$ cat src/rtl/timer_ctrl.sv
`default_nettype none
// +--------------------------------------------------------------------------+
// | Module      : timer_ctrl                                                 |
// | Description : Kitchen-timer sequencer. Converts button levels into       |
// |               setpoint pulses, loads and runs a BCD mm:ss countdown on a |
// |               1 Hz tick, raises the alarm at 00:00 and drives 4 digits.  |
// |               Optional feature macro: PAUSE_BLINK_EN (display blink in   |
// |               PAUSE/ALARM).                                              |
// | Revision    : 1.0  initial release                                       |
// +--------------------------------------------------------------------------+
module timer_ctrl #(
   parameter int unsigned ALARM_TICKS = 10
) (
   input  logic       clk,
   input  logic       reset,
   input  logic       tick,
   input  logic       btn_plus,
   input  logic       btn_minus,
   input  logic       btn_start,
   input  logic       btn_cancel,
   input  logic [3:0] set_hi,
   input  logic [3:0] set_lo,
   input  logic       set_half,
   output logic       set_plus,
   output logic       set_minus,
   output logic       set_reset,
   output logic [3:0] d3,
   output logic [3:0] d2,
   output logic [3:0] d1,
   output logic [3:0] d0,
   output logic       alarm,
   output logic [1:0] state,
   output logic       disp_en
);

   typedef enum logic [1:0] {
      ST_SETUP = 2'd0,
      ST_RUN   = 2'd1,
      ST_PAUSE = 2'd2,
      ST_ALARM = 2'd3
   } state_t;

   localparam logic [7:0] ALARM_LAST = 8'(ALARM_TICKS);

   state_t     state_q, state_d;
   logic [3:0] mh_q, ml_q, sh_q, sl_q;
   logic [3:0] mh_d, ml_d, sh_d, sl_d;
   logic [7:0] acnt_q, acnt_d;
   logic [3:0] btn_q;
   logic       plus_q, minus_q, rst_pulse_q;
   logic       plus_d, minus_d, rst_pulse_d;
   logic [3:0] d3_q, d2_q, d1_q, d0_q;

   logic       press_plus, press_minus, press_start, press_cancel, press_any;
   logic [3:0] dec_mh, dec_ml, dec_sh, dec_sl;
   logic       cnt_zero, dec_zero, set_nonzero;

   // Rising-edge detection against the previous button levels
   assign press_plus   = btn_plus   & ~btn_q[3];
   assign press_minus  = btn_minus  & ~btn_q[2];
   assign press_start  = btn_start  & ~btn_q[1];
   assign press_cancel = btn_cancel & ~btn_q[0];
   assign press_any    = press_plus | press_minus | press_start | press_cancel;

   assign cnt_zero    = ({mh_q, ml_q, sh_q, sl_q} == 16'h0000);
   assign dec_zero    = ({dec_mh, dec_ml, dec_sh, dec_sl} == 16'h0000);
   assign set_nonzero = (set_hi != 4'd0) || (set_lo != 4'd0) || set_half;

   // BCD decrement of mm:ss with borrow chain (seconds tens wrap at 5)
   always_comb begin
      dec_sl = sl_q - 4'd1;
      dec_sh = sh_q;
      dec_ml = ml_q;
      dec_mh = mh_q;
      if (sl_q == 4'd0) begin
         dec_sl = 4'd9;
         dec_sh = sh_q - 4'd1;
         if (sh_q == 4'd0) begin
            dec_sh = 4'd5;
            dec_ml = ml_q - 4'd1;
            if (ml_q == 4'd0) begin
               dec_ml = 4'd9;
               dec_mh = mh_q - 4'd1;
            end
         end
      end
   end

   // Next-state, countdown, alarm counter and setpoint pulse decisions
   always_comb begin
      state_d     = state_q;
      mh_d        = mh_q;
      ml_d        = ml_q;
      sh_d        = sh_q;
      sl_d        = sl_q;
      acnt_d      = acnt_q;
      plus_d      = 1'b0;
      minus_d     = 1'b0;
      rst_pulse_d = 1'b0;
      case (state_q)
         ST_SETUP: begin
            plus_d      = press_plus & ~press_minus;
            minus_d     = press_minus & ~press_plus;
            rst_pulse_d = press_cancel;
            if (press_start && set_nonzero) begin
               mh_d    = set_hi;
               ml_d    = set_lo;
               sh_d    = set_half ? 4'd3 : 4'd0;
               sl_d    = 4'd0;
               state_d = ST_RUN;
            end
         end
         ST_RUN: begin
            if (press_cancel) begin
               // Count is kept so the value is not lost, only hidden
               state_d = ST_SETUP;
            end else begin
               if (tick && !cnt_zero) begin
                  mh_d = dec_mh;
                  ml_d = dec_ml;
                  sh_d = dec_sh;
                  sl_d = dec_sl;
               end
               if (tick && (cnt_zero || dec_zero)) begin
                  state_d = ST_ALARM;
                  acnt_d  = 8'd0;
               end else if (press_start) begin
                  state_d = ST_PAUSE;
               end
            end
         end
         ST_PAUSE: begin
            if (press_cancel) begin
               state_d = ST_SETUP;
            end else if (press_start) begin
               state_d = ST_RUN;
            end
         end
         default: begin
            if (press_any) begin
               state_d = ST_SETUP;
               acnt_d  = 8'd0;
            end else if (tick) begin
               if (acnt_q + 8'd1 >= ALARM_LAST) begin
                  state_d = ST_SETUP;
                  acnt_d  = 8'd0;
               end else begin
                  acnt_d = acnt_q + 8'd1;
               end
            end
         end
      endcase
   end

   // State, countdown, button history and pulse registers
   always_ff @(posedge clk or posedge reset) begin
      if (reset) begin
         state_q     <= ST_SETUP;
         mh_q        <= 4'd0;
         ml_q        <= 4'd0;
         sh_q        <= 4'd0;
         sl_q        <= 4'd0;
         acnt_q      <= 8'd0;
         btn_q       <= 4'b1111;
         plus_q      <= 1'b0;
         minus_q     <= 1'b0;
         rst_pulse_q <= 1'b0;
      end else begin
         state_q     <= state_d;
         mh_q        <= mh_d;
         ml_q        <= ml_d;
         sh_q        <= sh_d;
         sl_q        <= sl_d;
         acnt_q      <= acnt_d;
         btn_q       <= {btn_plus, btn_minus, btn_start, btn_cancel};
         plus_q      <= plus_d;
         minus_q     <= minus_d;
         rst_pulse_q <= rst_pulse_d;
      end
   end

   // Registered display digits selected by the current state
   always_ff @(posedge clk or posedge reset) begin
      if (reset) begin
         d3_q <= 4'd0;
         d2_q <= 4'd0;
         d1_q <= 4'd0;
         d0_q <= 4'd0;
      end else begin
         case (state_q)
            ST_SETUP: begin
               d3_q <= set_hi;
               d2_q <= set_lo;
               d1_q <= set_half ? 4'd3 : 4'd0;
               d0_q <= 4'd0;
            end
            ST_RUN, ST_PAUSE: begin
               d3_q <= mh_q;
               d2_q <= ml_q;
               d1_q <= sh_q;
               d0_q <= sl_q;
            end
            default: begin
               d3_q <= 4'd0;
               d2_q <= 4'd0;
               d1_q <= 4'd0;
               d0_q <= 4'd0;
            end
         endcase
      end
   end

`ifdef PAUSE_BLINK_EN
   logic blink_q;

   // Display blink: forced on when heading to RUN/SETUP, toggled per tick otherwise
   always_ff @(posedge clk or posedge reset) begin
      if (reset) begin
         blink_q <= 1'b1;
      end else if (state_d == ST_RUN || state_d == ST_SETUP) begin
         blink_q <= 1'b1;
      end else if (tick && (state_q == ST_PAUSE || state_q == ST_ALARM)) begin
         blink_q <= ~blink_q;
      end
   end

   assign disp_en = blink_q;
`else
   assign disp_en = 1'b1;
`endif

   assign set_plus  = plus_q;
   assign set_minus = minus_q;
   assign set_reset = rst_pulse_q;
   assign d3        = d3_q;
   assign d2        = d2_q;
   assign d1        = d1_q;
   assign d0        = d0_q;
   assign alarm     = (state_q == ST_ALARM);
   assign state     = state_q;

endmodule
`default_nettype wire

$ cat config.mk
export PLATFORM = sky130hd
export DESIGN_NAME = timer_ctrl
export DESIGN_NICKNAME = d
export VERILOG_FILES = /design/src/rtl/timer_ctrl.sv
export SDC_FILE = /design/constraint.sdc
export NUM_CORES = 1
export LEC_CHECK = 0
export ABC_AREA = 1
export CAP_MARGIN = 30
export CORE_MARGIN = 8
export CORE_UTILIZATION = 50
export DETAILED_ROUTE_END_ITERATION = 8
export GPL_TIMING_DRIVEN = 0
export PLACE_DENSITY = 0.75
export RECOVER_POWER = 25
export SLEW_MARGIN = 10
export SYNTH_ARGS = -nofsm -noshare
export SYNTH_HDL_FRONTEND = slang
export SYNTH_SLANG_ARGS = --single-unit
export TNS_END_PERCENT = 1
$ cat constraint.sdc
create_clock -name clk -period 2.4 [get_ports clk]
set_clock_uncertainty 0.05 [all_clocks]
set_input_delay 0.36 -clock clk [delete_from_list [all_inputs] [get_ports clk]]
set_output_delay 0.36 -clock clk [all_outputs]
set_load 0.02 [all_outputs]
==> results of run 1 <==
placed cells by master (no fill, tap or decap), drive strengths merged, types with 2 or more instances in the layout:
cell type,instances
clkinv,2
dlygate4sd3,4
clkbuf,15
a21oi,17
nor3,5
o21ai,19
nor2,36
buf,6
a31oi,5
nand2,103
or2,2
dfrtp,45
nand3,26
ha,11
nand4,3
inv,46
o31ai,5
clkdlybuf4s50,33
dfstp,4
xor2,2
o211ai,3
logic make-up (layout without fill, tap and decap cells):
logic type	count (synthesis)	count (layout)	share of synthesized area, %
and+or+nand+nor	177	177	29.4
buffers and inverters	60	108	9.30
AOI/OAI and AO/OA	51	51	10.8
DFF	49	49	44.4
adders and majority gates	11	11	4.97
xor gates and xnor gates	3	3	0.948
other	1	1	0.135
area by class of cell:
type	count	area, um^2
fillers	486	2050
plain buffers	11	68.8
multi-input cells	243	1300
inverters	49	193
clock inverters	1	30.0
flip-flops and latches	49	1230
repair buffers	40	390
clock buffers	7	86.3
well taps	72	90.1
timing repair:
action,in CTS,in global routing
hold buffers,0,0
resized for setup,0,6
setup buffers,0,2
setup endpoints to repair,0,22
worst max-delay path by stage:
stage                     slack, ps  cells past startpoint  startpoint  endpoint
after floorplan                 360                     12    state[1]   sh_q[0]
after global routing            -80                     15  btn_cancel  state[0]
after global placement         -110                      2       reset   sl_q[0]
final                           190                     13   btn_start  state[0]
after CTS                        30                     12    state[1]   sh_q[0]
after detailed placement         20                     15  btn_cancel  state[0]
power groups by stage:
stage	Clock (mW)	Combinational (mW)	Sequential, mW
after floorplan	0	1.48	1.44
after global placement	0	2.25	1.30
after detailed placement	0	2.30	1.31
after CTS	0.629	2.31	1.30
after global routing	0.669	2.64	1.34
final	0.611	2.37	1.30
layer usage:
layer | track usage [%] | share of wire, % | vias up
met3 | 3.74 | 5.2 | 10
li1 | - | - | 1212
met2 | 25.3 | 46 | 69
met1 | 21.4 | 47 | 1122
met5 | 0 | 0 | -
met4 | 6.38 | 2.0 | 0
per-stage QoR:
| step | hold WS [ps] | area [um^2] |
|---|---|---|
| 2_1_floorplan | 314 | 2770 |
| 3_3_place_gp | 439 | 3230 |
| 3_5_place_dp | 457 | 3250 |
| 4_1_cts | 300 | 3370 |
| 5_1_grt | 443 | 3390 |
| 6_report | 428 | 3390 |
state kept, by name, summed over array words and instances (netlist names), 2 cells and up:
name / cells
acnt_q: 8
btn_q: 4
d0: 4
d1: 4
d2: 4
d3: 4
mh_q: 4
ml_q: 4
sh_q: 4
sl_q: 4
state: 2
critical path, cell delays in order:
cell and delay (ps):
dlygate4sd3_1 550, nand2_1 100, nand2_1 60, inv_1 130, nand3_1 130, or2_2 300
nor2_1 140, a21oi_1 90, o21ai_0 200, inv_1 110, nand3_1 120, nand2_1 60
nand2_1 60
synth_stat cells:
master    count
a21oi_1      17
a31o_2        1
a31oi_1       5
buf_4         1
buf_6         3
clkbuf_1      6
clkbuf_2      1
clkinv_1      2
clkinv_4      1
conb_1        1
dfrtp_1      45
dfstp_2       4
ha_1         11
inv_1        43
inv_2         3
nand2_1      95
nand2_2       5
nand2_4       3
nand3_1      25
nand3_4       1
nand3b_1      1
nand4_1       3
nor2_1       29
nor2_2        3
nor2_4        3
nor2_8        1
nor3_1        5
nor4_1        1
o211ai_1      1
o211ai_2      2
o21ai_0      11
o21ai_1       8
o31ai_1       5
o41ai_1       1
or2_2         2
xnor2_1       1
xor2_1        2
==> results.py, run 1 <==
metrics = {
    "timing": {
        "setup_viol_count_final": 0,
        "fmax_mhz": 453,
        "relSlewSlack_pct": 42.5,
        "worst_slew_pin_slew_ps": 863,
        "drv_slew": 0,
        "min_period_over_period_pct": 92.0,
        "finalCriticalPeriod_ps": 2210,
        "tns_ps": 0,
        "layout_setup_ws_ps": 193,
        "hold_viol": 0,
        "rsz0062_at_grt": "yes",
    },
    "synth": {
        "synth.net_count": 379,
        "syn_area_per_cell_um2": 7.87,
        "netlist.area_leader.share_pct": 40.6,
        "ys_seq_elements": 49,
        "netlist_area_um2": 2770,
        "yosysSeqAreaShare_pct": 44.4,
        "synthCells": 352,
        "ys_warn_count": 0,
        "synth_cell_types": 37,
        "yosysTopAreaCell": "dfrtp_1",
        "synthTopCellsByArea": "dfrtp_1, nand2_1, inv_1",
    },
    "global_route": {
        "grt_pass1_vias": 2333,
        "grt_pass1_wl_mm": 10.9,
        "grt_use_total_pct": 16.3,
        "antenna_found_initial": 0,
        "overflow": 0,
        "grt_max_degree": 36,
    },
    "setup_path": {
        "rrSetupSlack_ps": 200,
        "critPathRequiredTime_ps": 2600,
        "r2r_end": "state[0]",
        "cp-start-kind": "input pin",
        "endpoint_kind": "flip-flop",
        "critical_path_class": "input pin to flip-flop",
        "rr_startpoint": "btn_q[0]",
        "timing.reg2reg.worst_path_depth": 13,
        "cp.arrival_ps": 2400,
        "cp_max_fo": 4,
    },
    "cts": {
        "cts_root_buffer": "clkbuf_8",
        "htree_levels": 2,
        "clockBufferDepth": 2,
        "cts_tree": "done",
        "clkTransAtPathRegs_ps": 90,
        "clock_latency_ps": 300,
        "numCtsBuffers": 5,
        "clock_sinks": 49,
    },
    "place": {
        "place_hpwl_mm": 4.72,
        "dp.cells": 462,
        "pre_cts_ws_ps": 23.6,
        "place.gp.congestion": 0.893,
        "port_buffers": 37,
    },
    "power": {
        "ir_drop_v": 0.000538,
        "power_mw": 4.29,
        "sw_frac_of_total_pct": 45.7,
        "combPwrFrac_pct": 55.3,
        "p_switching_mw": 1.96,
        "p_seq_share_pct": 30.4,
        "power_frac_clock_pct": 14.2,
        "power.internal_mw": 2.33,
        "leakagePower_nw": 1.65,
        "p_per_area_nw_per_um2": 1270,
    },
    "route": {
        "drt-vias-per-instance": 5.11,
        "initialDrtViolationCount": 159,
        "wl_mm": 6.35,
        "dr.pass1.iters": 5,
        "routedWlPerCell_um": 13.5,
        "antenna_left": 0,
        "vias": 2413,
        "drc_errors": 0,
    },
    "floorplanning": {
        "start_util_pct": 51.0,
        "core.rowCount": 27,
        "die_w_um": 90.5,
        "core_um2": 5440,
        "fp.dieH_um": 90.5,
        "die-area_um2": 8180,
        "io_pins": 39,
    },
    "cells_and_area": {
        "final_core_util_pct": 62.3,
        "syn_to_final_growth_pct": 22.2,
        "diodes": 0,
        "nets": 426,
        "drive_gt1_share_pct": 12.3,
        "fin_cells": 472,
    },
    "min_path": {
        "worstHoldPathType": "input pin to flip-flop",
        "min_to": "btn_q[0]",
        "worstHoldStart": "btn_cancel",
        "hold_depth": 1,
    },
    "run": {
        "maxCapViolations": 0,
    },
    "outcome": {
        "status": "finished, final reports clean",
    },
}
No activity file was read; power rests on OpenSTA's default activity.
==> inputs of run 2 (changes only) <==
--- a/config.mk
+++ b/config.mk
@@ -17,4 +17,3 @@
 export SYNTH_ARGS = -nofsm -noshare
 export SYNTH_HDL_FRONTEND = slang
 export SYNTH_SLANG_ARGS = --single-unit
-export TNS_END_PERCENT = 1
==> results.py, run 2 (synthesis gave the netlist of run 1 again) <==
metrics = {
    "setup_path": {
        "cp_top_family": "buffers and inverters",
        "cp.arrival_ps": 2370,
        "critical_path_class": "flip-flop to flip-flop",
        "cp_max_fo": 10,
        "r2r_end": "sh_q[0]",
        "rr_startpoint": "state[1]",
        "path_buf_inv": 6,
        "crit_start": "state[1]",
        "critPathRequiredTime_ps": 2580,
        "cp_num_cells": 12,
        "cp_slowest_stage_delay_ps": 450,
        "crit_chain": "inv_1 -> ha_1 -> clkbuf_2 -> clkinvlp_4 -> nor2_1 -> inv_1 -> o21ai_0 -> nand3_4 -> inv_2 -> buf_6 -> nor2_1 -> a31oi_1",
        "cpMaxStageDelayCell": "dfrtp_1",
        "endpoint_kind": "flip-flop",
        "timing.reg2reg.worst_path_depth": 12,
        "cp-start-kind": "flip-flop",
        "rrSetupSlack_ps": 210,
    },
    "cts": {
        "clock_sinks": 49,
        "htree_levels": 2,
        "holdBufCountCts": 0,
        "cts_tree": "done",
        "clkTransAtPathRegs_ps": 90,
        "clockBufferDepth": 2,
        "cts_root_buffer": "clkbuf_8",
        "numCtsBuffers": 5,
        "clock_latency_ps": 300,
    },
    "global_route": {
        "overflow": 0,
        "grtUsageMet1_pct": 21.4,
        "grt_pass1_vias": 2333,
        "grt_pass1_wl_mm": 10.9,
        "grt_max_degree": 36,
        "use_met3_pct": 3.74,
        "busiest_layer": "met2",
        "met2_usage_pct": 25.3,
        "antenna_found_initial": 0,
        "grt_use_total_pct": 16.3,
    },
    "cells_and_area": {
        "layout_common_cells": "nand2_1, dfrtp_1, inv_1, clkdlybuf4s50_1, nor2_1",
        "fillerInstances": 482,
        "largest_register": "acnt_q",
        "fin_cells": 474,
        "drive_gt1_share_pct": 12.9,
        "nets": 428,
        "largest_reg_flops": 8,
        "final_common_cell": "nand2_1",
        "syn_to_final_growth_pct": 22.8,
        "diodes": 0,
    },
    "floorplanning": {
        "die-area_um2": 8180,
        "start_util_pct": 51.0,
        "die_w_um": 90.5,
        "fp.dieH_um": 90.5,
        "core_um2": 5440,
        "core.rowCount": 27,
        "io_pins": 39,
    },
    "power": {
        "power_frac_clock_pct": 14.2,
        "p_switching_mw": 1.97,
        "combPwrFrac_pct": 55.7,
        "p_seq_share_pct": 30.1,
        "power_mw": 4.32,
        "ir_drop_v": 0.000541,
        "sw_frac_of_total_pct": 45.5,
        "p_per_area_nw_per_um2": 1270,
        "power.internal_mw": 2.35,
        "leakagePower_nw": 1.66,
    },
    "route": {
        "wl_mm": 6.36,
        "drt-vias-per-instance": 5.07,
        "dr.pass1.iters": 5,
        "drc_errors": 0,
        "vias": 2401,
        "antenna_left": 0,
        "routedWlPerCell_um": 13.4,
        "initialDrtViolationCount": 170,
    },
    "outcome": {
        "status": "finished, final reports clean",
    },
    "place": {
        "port_buffers": 37,
        "place_hpwl_mm": 4.72,
        "place.gp.congestion": 0.893,
        "dp.cells": 462,
    },
    "timing": {
        "setup_viol_count_final": 0,
        "drv_slew": 0,
        "min_period_over_period_pct": 91.4,
        "hold_viol": 0,
        "relSlewSlack_pct": 43.3,
        "fmax_mhz": 456,
        "worst_slew_pin_slew_ps": 850,
        "finalCriticalPeriod_ps": 2190,
    },
    "run": {
        "maxCapViolations": 0,
    },
    "min_path": {
        "hold_depth": 1,
        "min_to": "btn_q[0]",
        "worstHoldStart": "btn_cancel",
        "worstHoldPathType": "input pin to flip-flop",
    },
}
-- run 2: cell count changes in the layout (fill, tap and decap cells not counted), sizes merged --
cell,previous run,this run
buf,6,8
-- run 2: how the worst max path moves through the flow --
stage	endpoint	slack, ps
2_1_floorplan	sh_q[0]	360
3_3_place_gp	sl_q[0]	-110
3_5_place_dp	state[0]	20
4_1_cts	sh_q[0]	30
5_1_grt	state[0]	-20
6_report	sh_q[0]	210
-- run 2: final cells by class --
cell class	instances	area, um^2	share of cell area, %
tap	72	90.1	2.65
clock inverter	1	30.0	0.883
timing repair buffer	42	405	11.9
clock buffer	7	86.3	2.54
sequential	49	1230	36.2
inverter	49	193	5.66
multi-input combinational	243	1300	38.1
buffer	11	68.8	2.02
-- run 2: power groups by stage --
stage,Sequential (mW),Combinational (mW),Clock (mW)
after floorplan,1.44,1.48,0
after global routing,1.33,2.68,0.669
after global placement,1.30,2.25,0
after detailed placement,1.31,2.30,0
after CTS,1.30,2.31,0.629
final,1.30,2.41,0.612
-- run 2: repair_timing --
item                       in CTS  in global routing
setup endpoints to repair       0                 22
resized for setup               0                  7
setup buffers                   0                  4
-- run 2: per-layer routing --
metal  share of wire, %  up-vias
li1                   -     1218
met2                 45       63
met4                2.2        0
met1                 47     1105
met5                  0        -
met3                5.8       15
-- run 2: metrics by stage --
step                      hold slack (ps)  instance area [um^2]  utilization, %  TNS [ps]  setup WS [ps]
after floorplan                       314                  2770               -         0            357
after global placement                439                  3230            59.4     -4810           -108
after detailed placement              457                  3250            59.8         0           23.6
after CTS                             300                  3370            61.9         0           30.7
after global routing                  443                  3400            62.5     -29.4          -24.2
final                                 427                  3400            62.5         0            206
